===== src/rtl/prefix_adder_pkg.sv =====
// rtl/prefix_adder_pkg.sv - shared FSM state type and error-counter width for the adder BIST
package prefix_adder_pkg;

  localparam int ERR_W = 16;

  typedef enum logic [1:0] {
    IDLE  = 2'd0,
    DRIVE = 2'd1,
    CHECK = 2'd2,
    DONE  = 2'd3
  } bist_state_e;

endpackage


===== src/rtl/prefix_adder_bist.sv =====
// rtl/prefix_adder_bist.sv - exhaustive sweep BIST for a WIDTH-bit combinational adder
// Vector counter is {a,b,cin}; each vector is driven SETTLE cycles, then checked for one cycle.
module prefix_adder_bist
  import prefix_adder_pkg::*;
#(
  parameter int WIDTH  = 4,
  parameter int SETTLE = 1
) (
  input  logic             clk,
  input  logic             rst_n,
  input  logic             start,
  output logic [WIDTH-1:0] op_a,
  output logic [WIDTH-1:0] op_b,
  output logic             op_cin,
  input  logic [WIDTH-1:0] dut_sum,
  input  logic             dut_cout,
  output logic             busy,
  output logic             done,
  output logic             pass,
  output logic [ERR_W-1:0] err_count,
  output logic [WIDTH-1:0] fail_a,
  output logic [WIDTH-1:0] fail_b,
  output logic             fail_cin,
  output logic             fail_valid
);

  localparam int VEC_W = 2 * WIDTH + 1;
  localparam int SET_W = (SETTLE > 1) ? $clog2(SETTLE) : 1;

  localparam logic [VEC_W-1:0] VEC_MAX  = '1;
  localparam logic [VEC_W-1:0] VEC_ONE  = VEC_W'(1);
  localparam logic [ERR_W-1:0] ERR_MAX  = '1;
  localparam logic [ERR_W-1:0] ERR_ONE  = ERR_W'(1);
  localparam logic [SET_W-1:0] SET_LAST = SET_W'(SETTLE - 1);
  localparam logic [SET_W-1:0] SET_ONE  = SET_W'(1);

  bist_state_e      r_state;
  logic [VEC_W-1:0] r_vec;
  logic [SET_W-1:0] r_settle;
  logic [ERR_W-1:0] r_err;
  logic [WIDTH-1:0] r_fail_a;
  logic [WIDTH-1:0] r_fail_b;
  logic             r_fail_cin;
  logic             r_fail_valid;
  logic             r_busy;
  logic             r_done;
  logic             r_pass;

  logic [WIDTH:0]   w_golden;
  logic [WIDTH:0]   w_observed;
  logic             w_mismatch;
  logic [ERR_W-1:0] w_err_next;
  logic [VEC_W-1:0] w_vec_next;

  // The counter register doubles as the operand register, so operands change on the edge that enters DRIVE.
  assign op_a   = r_vec[VEC_W-1 -: WIDTH];
  assign op_b   = r_vec[WIDTH -: WIDTH];
  assign op_cin = r_vec[0];

  assign w_golden   = {1'b0, op_a} + {1'b0, op_b} + {{WIDTH{1'b0}}, op_cin};
  assign w_observed = {dut_cout, dut_sum};
  assign w_mismatch = (w_observed != w_golden);
  assign w_err_next = (w_mismatch && (r_err != ERR_MAX)) ? (r_err + ERR_ONE) : r_err;
  assign w_vec_next = r_vec + VEC_ONE;

  always_ff @(posedge clk or negedge rst_n) begin
    if (!rst_n) begin
      r_state      <= IDLE;
      r_vec        <= '0;
      r_settle     <= '0;
      r_err        <= '0;
      r_fail_a     <= '0;
      r_fail_b     <= '0;
      r_fail_cin   <= 1'b0;
      r_fail_valid <= 1'b0;
      r_busy       <= 1'b0;
      r_done       <= 1'b0;
      r_pass       <= 1'b0;
    end else begin
      case (r_state)
        IDLE, DONE: begin
          if (start) begin
            r_state      <= DRIVE;
            r_vec        <= '0;
            r_settle     <= '0;
            r_err        <= '0;
            r_fail_a     <= '0;
            r_fail_b     <= '0;
            r_fail_cin   <= 1'b0;
            r_fail_valid <= 1'b0;
            r_busy       <= 1'b1;
            r_done       <= 1'b0;
            r_pass       <= 1'b0;
          end
        end
        DRIVE: begin
          if (r_settle == SET_LAST) begin
            r_settle <= '0;
            r_state  <= CHECK;
          end else begin
            r_settle <= r_settle + SET_ONE;
          end
        end
        CHECK: begin
          r_err <= w_err_next;
          if (w_mismatch && !r_fail_valid) begin
            r_fail_a     <= op_a;
            r_fail_b     <= op_b;
            r_fail_cin   <= op_cin;
            r_fail_valid <= 1'b1;
          end
          // Terminate on the final vector instead of letting the counter wrap back to 0.
          if (r_vec == VEC_MAX) begin
            r_state <= DONE;
            r_busy  <= 1'b0;
            r_done  <= 1'b1;
            r_pass  <= (w_err_next == '0);
          end else begin
            r_vec   <= w_vec_next;
            r_state <= DRIVE;
          end
        end
        default: r_state <= IDLE;
      endcase
    end
  end

  assign busy       = r_busy;
  assign done       = r_done;
  assign pass       = r_pass;
  assign err_count  = r_err;
  assign fail_a     = r_fail_a;
  assign fail_b     = r_fail_b;
  assign fail_cin   = r_fail_cin;
  assign fail_valid = r_fail_valid;

endmodule

===== config.mk =====
export PLATFORM = sky130hd
export DESIGN_NAME = prefix_adder_bist
export DESIGN_NICKNAME = d
export VERILOG_FILES = /design/src/rtl/prefix_adder_pkg.sv /design/src/rtl/prefix_adder_bist.sv
export SDC_FILE = /design/constraint.sdc
export NUM_CORES = 1
export LEC_CHECK = 0
export BUFFER_PORTS_ARGS = -buffer_cell sky130_fd_sc_hd__buf_2
export CAP_MARGIN = 0
export CORE_ASPECT_RATIO = 1.5
export CORE_MARGIN = 5
export CORE_UTILIZATION = 40
export DETAILED_ROUTE_END_ITERATION = 12
export REMOVE_ABC_BUFFERS = 1
export SYNTH_ARGS = -nofsm -noshare
export SYNTH_HDL_FRONTEND = slang
export SYNTH_SLANG_ARGS = --single-unit

===== constraint.sdc =====
create_clock -name clk -period 3.4 [get_ports clk]
set_input_delay 0.68 -clock clk [delete_from_list [all_inputs] [get_ports clk]]
set_output_delay 0.68 -clock clk [all_outputs]
set_load 0.02 [all_outputs]

# [After elaboration in Yosys (flattened, before gate mapping)]
# Index checks and enable logic that the tools add are counted.
[totals] ff_bits=41 in_bits=8 output_inout_bits=38 wordCells=70
[op_classes] addsub=5 eq_ne=11 n_mux=29 n_reduce_logical=14
[ops] op="$mux W16" n=2
[ops] op="$pmux W16 S2" n=1
[ops] op="$mux W9" n=2
[ops] op="$pmux W9 S2" n=1
[ops] op="$add A16 B1 Y16 const B" n=1
[ops] op="$logic_not A16 Y1" n=1
[ops] op="$ne A16 B16 Y1 const B" n=1
[ops] op="$pmux W4 S2" n=2
[ops] op="$mux W4" n=3
[ops] op="$pmux W1 S2" n=6
[ops] op="$ne A2 B2 Y1 const B" n=5
[ops] op="$add A9 B1 Y9 const B" n=1
[ops] op="$eq A9 B9 Y1 const B" n=1
[ops] op="$reduce_and A3 Y1" n=3
[ops] op="$mux W1" n=8
[ops] op="$mux W2" n=3
[ops] op="$pmux W2 S3" n=1
[ops] op="$reduce_and A2 Y1" n=3
[ops] op="$add A4 B4 Y5" n=1
[ops] op="$add A5 B1 Y5" n=1
[ops] op="$ne A5 B5 Y1" n=1
[ops] op="$eq A2 B2 Y1 const B" n=2
[ops] op="$reduce_bool A2 Y1" n=2
[ops] op="$eq A2 B1 Y1 const B" n=1
[ops] op="5 further kinds" n=6

# [Longest topological paths before layout]
# Gate-level depths: netlist (run 1).
[logic_depth] depth_word=8 mapped_depth=12 depth_no_buf=11

# [Least setup slack after synthesis (run 1)]
# Ideal clock, no wire load.
[synth_path] kind="register to register" startpoint="reg r_vec[1]" endpoint="reg r_pass (netlist: pass)" setup_ns=0.092 arrival_time_ns=3.044 required_ns=3.308 setup_slack_ns=0.264 path_stages_with_launch=12 n_path_buf=0 synth_period_minus_slack_ns=3.136 path_cell_list="dfrtp_1 -> inv_1 -> fa_1 -> inv_1 -> fa_1 -> xnor2_1 -> nand2_1 -> nor4_4 -> a21oi_2 -> a211o_1 -> a22o_1 -> o31ai_2"
[synth_via] elab_chain_len=8 elab_cells_between_ends=11 cone_classes="add/sub (2); eq/ne (3); mux (3); reduce/logical (3)"
[synth_lines] item="start, declared" line="prefix_adder_bist.sv:38" text="logic [VEC_W-1:0] r_vec;"
[synth_lines] item="start signal, assigned" line="prefix_adder_bist.sv:119" text="r_vec <= w_vec_next;"
[synth_lines] item="$add A4 B4 Y5" line="prefix_adder_bist.sv:60" text="assign w_golden = {1'b0, op_a} + {1'b0, op_b} + {{WIDTH{1'b0}}, op_cin};"
[synth_lines] item="$add A5 B1 Y5" line="prefix_adder_bist.sv:60"
[synth_lines] item="$ne A5 B5 Y1" line="prefix_adder_bist.sv:62" text="assign w_mismatch = (w_observed != w_golden);"
[synth_lines] item="$logic_and A1 B1 Y1" line="prefix_adder_bist.sv:63" text="assign w_err_next = (w_mismatch && (r_err != ERR_MAX)) ? (r_err + ERR_ONE) : r_err;"
[synth_lines] item="$mux W16" line="prefix_adder_bist.sv:63"
[synth_lines] item="$logic_not A16 Y1" line="prefix_adder_bist.sv:117" text="r_pass <= (w_err_next == '0);"
[synth_lines] item="$mux W1" line="prefix_adder_bist.sv:113" text="if (r_vec == VEC_MAX) begin"
[synth_lines] item="$pmux W1 S2" line="prefix_adder_bist.sv:80" text="case (r_state)"
[synth_lines] item="end signal, assigned" line="prefix_adder_bist.sv:117"
[synth_lines] item="end, declared" line="prefix_adder_bist.sv:47" text="logic r_pass;"
# Parallel ways exist; a longest one is shown, timed or not. The select of a mux whose other input is x is not followed.
# A chain may end at the register's enable or synchronous reset.

# [Worst setup path in the final report (run 1)]
[layout_path] startpoint="reg r_vec[5]" endpoint="reg r_pass (netlist: pass)"
# Same word-level chain as after synthesis.

==> impl_metrics.json, run 1 <==
{
  "skew_ns": 0.0149,
  "diodes": 0,
  "path_cells": "inv_1 > fa_1 > inv_1 > fa_1 > xnor2_1 > nand2_1 > nor4_4 > a21oi_2 > a211o_1 > a22o_1 > o31ai_2",
  "period_minus_slack_ns": 3.12,
  "wl_um": 6930,
  "clk_path_buf_depth": 2,
  "worst-path-max-fanout": 7,
  "regArea_mm2": 0.00100,
  "clk_latency_ns": 0.30,
  "synth_top_family_by_area": "compound AO/OA/AOI/OAI gates",
  "fin_tns_setup_ns": 0,
  "dp_hpwl_um": 5090,
  "rows": 35,
  "slew_headroom_pct": 38.0,
  "fill_cells": 594,
  "synth_cell_types": 51,
  "leakagePower_nw": 1.40,
  "drt_pre_antenna_iters": 4,
  "ys.flop_type": "dfrtp_1",
  "cts_max_level": 2,
  "yosys.area_share.adder_pct": 6.13,
  "path_depth": 11,
  "num-nets-final": 340,
  "cp_num_buf_inv": 2,
  "stdcell_count": 396,
  "routabilityCongestion": 0.822,
  "track_usage_pct": 18.2,
  "setup_viol": 0,
  "cts_resized": 0,
  "cts_tree": "built",
  "cp_top_family": "compound AO/OA/AOI/OAI gates",
  "worstPathRequired_ns": 3.61,
  "whs_ns": 0.506,
  "die_h_um": 107,
  "max_freq_mhz": 320,
  "power.density_mw_per_mm2": 536,
  "holdBufCountCts": 0,
  "drv_cap": 0,
  "grt_max_degree": 41,
  "areaGrowthSynthToFinish_pct": 17.4,
  "hold_viol_final": 0,
  "grt-ovfl-total": 0,
  "dieArea_mm2": 0.00794,
  "cts_sinks": 40,
  "synth_area_per_cell_um2": 9.09,
  "clk_pin_slew_ns": 0.10,
  "yosysSeqAreaShare_pct": 40.2,
  "synth-compound-area-share_pct": 23.4,
  "r2r.worst_path.cells": 11,
  "crit_path_start_kind": "register",
  "coreArea_mm2": 0.00609,
  "critPathKind": "reg2reg",
  "wl_per_cell_um": 17.5,
  "muxShareOfSynthArea_pct": 1.71,
  "vdd_drop_max_mv": 0.232,
  "synth_edf_count": 0,
  "final_area_mm2": 0.00292,
  "tightest_slew_ns": 0.929,
  "yosys_warnings": 0,
  "cp-end-kind": "register",
  "start_util_pct": 40.9,
  "vias": 2285,
  "fin_crit_sh_pct": 91.9,
  "synth_seq_cells": 40,
  "vias_per_cell": 5.77,
  "cts_setup_buffers": 0,
  "numCtsBuffers": 5,
  "hold_class": "in2async",
  "maxSlewViolCount": 0,
  "cts_root_buf": "clkbuf_8",
  "ant_nets": 0,
  "rsz0062_at_grt": "false",
  "io_buffers": 45,
  "multi_input_area_mm2": 0.00141,
  "synth-async-reset-ratio_pct": 100,
  "grt_pass1_wl_um": 11300,
  "antenna_found_initial": 0,
  "placed_area_mm2": 0.00281,
  "status": "finished clean",
  "drc_errors": 0,
  "synthesis.area_mm2": 0.00249,
  "drt_iter0_drc": 126,
  "numPlacedInstances": 388,
  "yosys.area_share.xor_xnor_pct": 5.58,
  "die_w_um": 74.4,
  "critPathMaxStageDelay_ns": 0.46,
  "syn_inst": 274,
  "drive_above_1_share_pct": 21.7,
  "io_pins": 46,
  "slowest_stage": "nor4_4",
  "dp_worst_setup_slack_ns": 0.308,
  "yosys.area_share.simple_pct": 19.6,
  "setup_slack_ns": 0.275,
  "worst-endpoint-arrival_ns": 3.33,
  "grt_pass1_vias": 2277
}
-- layer usage --
metal | vias up | share of wire, % | GRT usage, %
met5 | - | 0 | 0
met4 | 0 | 1.5 | 5.60
met3 | 8 | 5.1 | 2.44
met2 | 68 | 53 | 33.5
met1 | 1109 | 40 | 20.9
li1 | 1100 | - | -
-- worst register-to-register path, cell delays in order, from the launching register on --
cell and delay [ns]:
dfrtp_1 0.43, inv_1 0.08, fa_1 0.43, inv_1 0.08, fa_1 0.42, xnor2_1 0.16
nand2_1 0.10, nor4_4 0.46, a21oi_2 0.13, a211o_1 0.30, a22o_1 0.23, o31ai_2 0.22
-- report_power, final --
part / internal [mW] / total (mW) / switching (mW)
Combinational: 0.195 / 0.603 / 0.409
Clock: 0.221 / 0.403 / 0.182
Sequential: 0.516 / 0.559 / 0.0437
-- registers in the layout (all words and copies together) (netlist names) --
name / cells
busy: 1
err_count: 16
pass: 1
fail_valid: 1
fail_a: 4
r_state: 2
done: 1
fail_b: 4
r_vec: 9
fail_cin: 1
-- placed cells by master (no fill, tap or decap), types with 5 or more instances in the layout --
cell type | synthesis | layout
xnor2_1 | 7 | 7
clkbuf_8 | 0 | 5
nand3_1 | 7 | 7
dfrtp_1 | 40 | 40
buf_4 | 0 | 6
nand4_1 | 11 | 11
a22o_1 | 12 | 12
o21ai_0 | 23 | 23
xor2_1 | 7 | 7
a21oi_1 | 24 | 24
inv_1 | 10 | 10
a31oi_1 | 5 | 5
ha_1 | 9 | 9
nand2_1 | 23 | 23
nor2_1 | 21 | 21
buf_2 | 3 | 45
-- worst paths after layout --
path / slack, ns / start / to
min: 0.51 / rst_n / r_vec[2]
min reg2reg: 0.51 / fail_a[3] / fail_a[3]
max in group asynchronous: 2.30 / rst_n / err_count[5]
max reg2reg: 0.28 / r_vec[5] / pass
min in group clk: 0.51 / fail_a[3] / fail_a[3]
max: 0.28 / r_vec[5] / pass
-- cells by family after synthesis --
kind of cell    after synthesis
flops                        40
mux                           4
xor+xnor                     15
compound gates               91
simple gates                 92
buf+inv                      21
fa+ha+maj                    11
-- synth_stat cells (all sizes together), types with 2 or more instances --
cell type / number / share of area, %
dfrtp: 40 / 40
o21ai: 27 / 5.6
a21oi: 25 / 5.2
nand2: 23 / 3.5
nor2: 21 / 3.2
a22o: 12 / 4.2
nand4: 11 / 2.8
inv: 10 / 1.5
ha: 9 / 4.5
clkbuf: 8 / 1.2
xor2: 8 / 3.1
nand3: 7 / 1.4
xnor2: 7 / 2.5
nor3: 6 / 1.6
a31oi: 5 / 1.3
and2: 4 / 1.0
and3: 4 / 1.0
nor4: 4 / 1.6
a21o: 3 / 0.90
and4: 3 / 1.1
buf: 3 / 0.60
o22ai: 3 / 0.75
a211o: 2 / 0.70
a21boi: 2 / 0.60
a22oi: 2 / 0.60
fa: 2 / 1.6
mux2: 2 / 0.90
mux2i: 2 / 0.80
nand3b: 2 / 0.60
or3: 2 / 0.50
-- layout make-up --
cell class	count	area share [%]
clock buffer	5	2.35
sequential	40	34.2
clock inverter	3	1.63
timing repair buffer	51	9.24
inverter	10	1.28
multi-input combinational	213	48.1
tap	74	3.17
-- metrics by stage --
stage | total power, mW | util, %
finish | 1.57 | 48.0
CTS | 1.58 | 48.0
detailed placement | 1.17 | 46.1
global placement | 1.17 | 46.1
floorplan | 0.945 | -
global route | 1.67 | 48.0
(Power assumes the default switching activity.)
==> run 2: changes to the inputs <==
--- a/config.mk
+++ b/config.mk
@@ -11,6 +11,7 @@
 export CORE_MARGIN = 5
 export CORE_UTILIZATION = 40
 export DETAILED_ROUTE_END_ITERATION = 12
+export PLACE_DENSITY = 0.68
 export REMOVE_ABC_BUFFERS = 1
 export SYNTH_ARGS = -nofsm -noshare
 export SYNTH_HDL_FRONTEND = slang
==> impl_metrics.json, run 2 (synthesis gave the netlist of run 1 again) <==
{
  "grt_max_degree": 41,
  "min_from": "fail_b[0]",
  "holdBufCountCts": 0,
  "ant_nets": 0,
  "grt-ovfl-total": 0,
  "worst-endpoint-arrival_ns": 3.19,
  "rows": 35,
  "cp_top_family": "compound AO/OA/AOI/OAI gates",
  "critPathLaunch": "r_vec[1]",
  "layout_commonest_cell": "buf_2",
  "period_minus_slack_ns": 2.98,
  "clk_path_buf_depth": 2,
  "routabilityCongestion": 0.857,
  "cts_resized": 0,
  "wl_per_cell_um": 16.5,
  "reg2reg_setup_slack_ns": 0.42,
  "critPathKind": "reg2reg",
  "worst-path-max-fanout": 7,
  "antenna_found_initial": 0,
  "dp_worst_setup_slack_ns": 0.268,
  "areaGrowthSynthToFinish_pct": 16.0,
  "slowest_stage": "dfrtp_1",
  "grt-busiest-layer": "met2",
  "drc_errors": 0,
  "multi_input_area_mm2": 0.00141,
  "cp_num_buf_inv": 2,
  "setup_viol": 0,
  "met3_usage_pct": 2.81,
  "cts_sinks": 40,
  "drv_cap": 0,
  "hold_viol_final": 0,
  "diodes": 0,
  "regArea_mm2": 0.00100,
  "rsz0062_at_grt": "false",
  "finalPower_mw": 1.47,
  "grt_pass1_vias": 2160,
  "stdcell_count": 394,
  "slew_headroom_pct": 38.1,
  "dieArea_mm2": 0.00794,
  "vias_per_cell": 5.72,
  "tightest_slew_ns": 0.928,
  "clk_pin_slew_ns": 0.09,
  "fin_tns_setup_ns": 0,
  "cts_setup_buffers": 0,
  "status": "finished clean",
  "skew_ns": 0.0142,
  "cts_max_level": 2,
  "cp-end-kind": "register",
  "drt_iter0_drc": 102,
  "layout_common_cells": "buf_2 (45), dfrtp_1 (40), a21oi_1 (24)",
  "numCtsBuffers": 5,
  "final_area_mm2": 0.00289,
  "track_usage_pct": 17.3,
  "io_pins": 46,
  "worstPathRequired_ns": 3.62,
  "clk_latency_ns": 0.30,
  "largest_reg_flops": 16,
  "drive_above_1_share_pct": 21.3,
  "crit_path_start_kind": "register",
  "num-nets-final": 338,
  "maxSlewViolCount": 0,
  "critPathMaxStageDelay_ns": 0.45,
  "setup_slack_ns": 0.424,
  "fin_crit_sh_pct": 87.5,
  "worstReg2RegStart": "r_vec[1]",
  "vias": 2252,
  "grt_util_met2_pct": 30.0,
  "hold_class": "reg2reg",
  "max_freq_mhz": 336,
  "numPlacedInstances": 386,
  "cts_root_buf": "clkbuf_8",
  "power.density_mw_per_mm2": 508,
  "coreArea_mm2": 0.00609,
  "dp_hpwl_um": 4800,
  "start_util_pct": 40.9,
  "placed_area_mm2": 0.00279,
  "vdd_drop_max_mv": 0.208,
  "path_cells": "inv_1 > fa_1 > inv_1 > fa_1 > xnor2_1 > nand2_1 > nor4_4 > a21oi_2 > a211o_1 > a22o_1 > o31ai_2",
  "drt_pre_antenna_iters": 4,
  "wl_um": 6490,
  "die_h_um": 107,
  "fill_cells": 584,
  "grt_pass1_wl_um": 10800,
  "die_w_um": 74.4,
  "io_buffers": 45,
  "cts_tree": "built",
  "use_met1_pct": 21.5,
  "leakagePower_nw": 1.38
}
==> run 2: cell count changes in the layout (fill, tap and decap cells not counted), sizes merged <==
| cell | change |
|---|---|
| buf | -2 |
| bufinv | -1 |
| clkinv | +1 |
==> run 2: worst paths after layout <==
path | to | cells past startpoint
setup / recovery | pass | 11
hold / removal | fail_b[0] | 1
setup reg to reg | pass | 11
hold reg to reg | fail_b[0] | 1
max in group asynchronous | err_count[8] | 1
min in group asynchronous | fail_a[3] | 1
==> run 2: metrics by stage <==
step | hold slack, ns | util, %
after floorplan | 0.384 | -
after global placement | 0.482 | 45.9
after detailed placement | 0.488 | 45.9
after CTS | 0.510 | 47.3
after global routing | 0.518 | 47.4
final | 0.506 | 47.4
==> run 2: layout make-up <==
type | count | share of cell area (%)
timing repair buffer | 49 | 8.84
inverter | 10 | 1.30
tap | 74 | 3.21
clock buffer | 5 | 2.38
multi-input combinational | 213 | 49.0
sequential | 40 | 34.7
clock inverter | 3 | 0.650
==> run 2: power breakdown <==
| part | leakage, nW | total, mW | switching, mW | internal [mW] |
|---|---|---|---|---|
| clock network | 0.0479 | 0.320 | 0.177 | 0.143 |
| registers | 0.546 | 0.562 | 0.0465 | 0.516 |
| logic | 0.789 | 0.585 | 0.395 | 0.190 |
==> run 2: per-layer routing <==
metal	up-vias	routed length, um
li1	1107	-
met1	1063	2650
met2	75	3330
met3	7	429
met4	0	75
met5	-	0
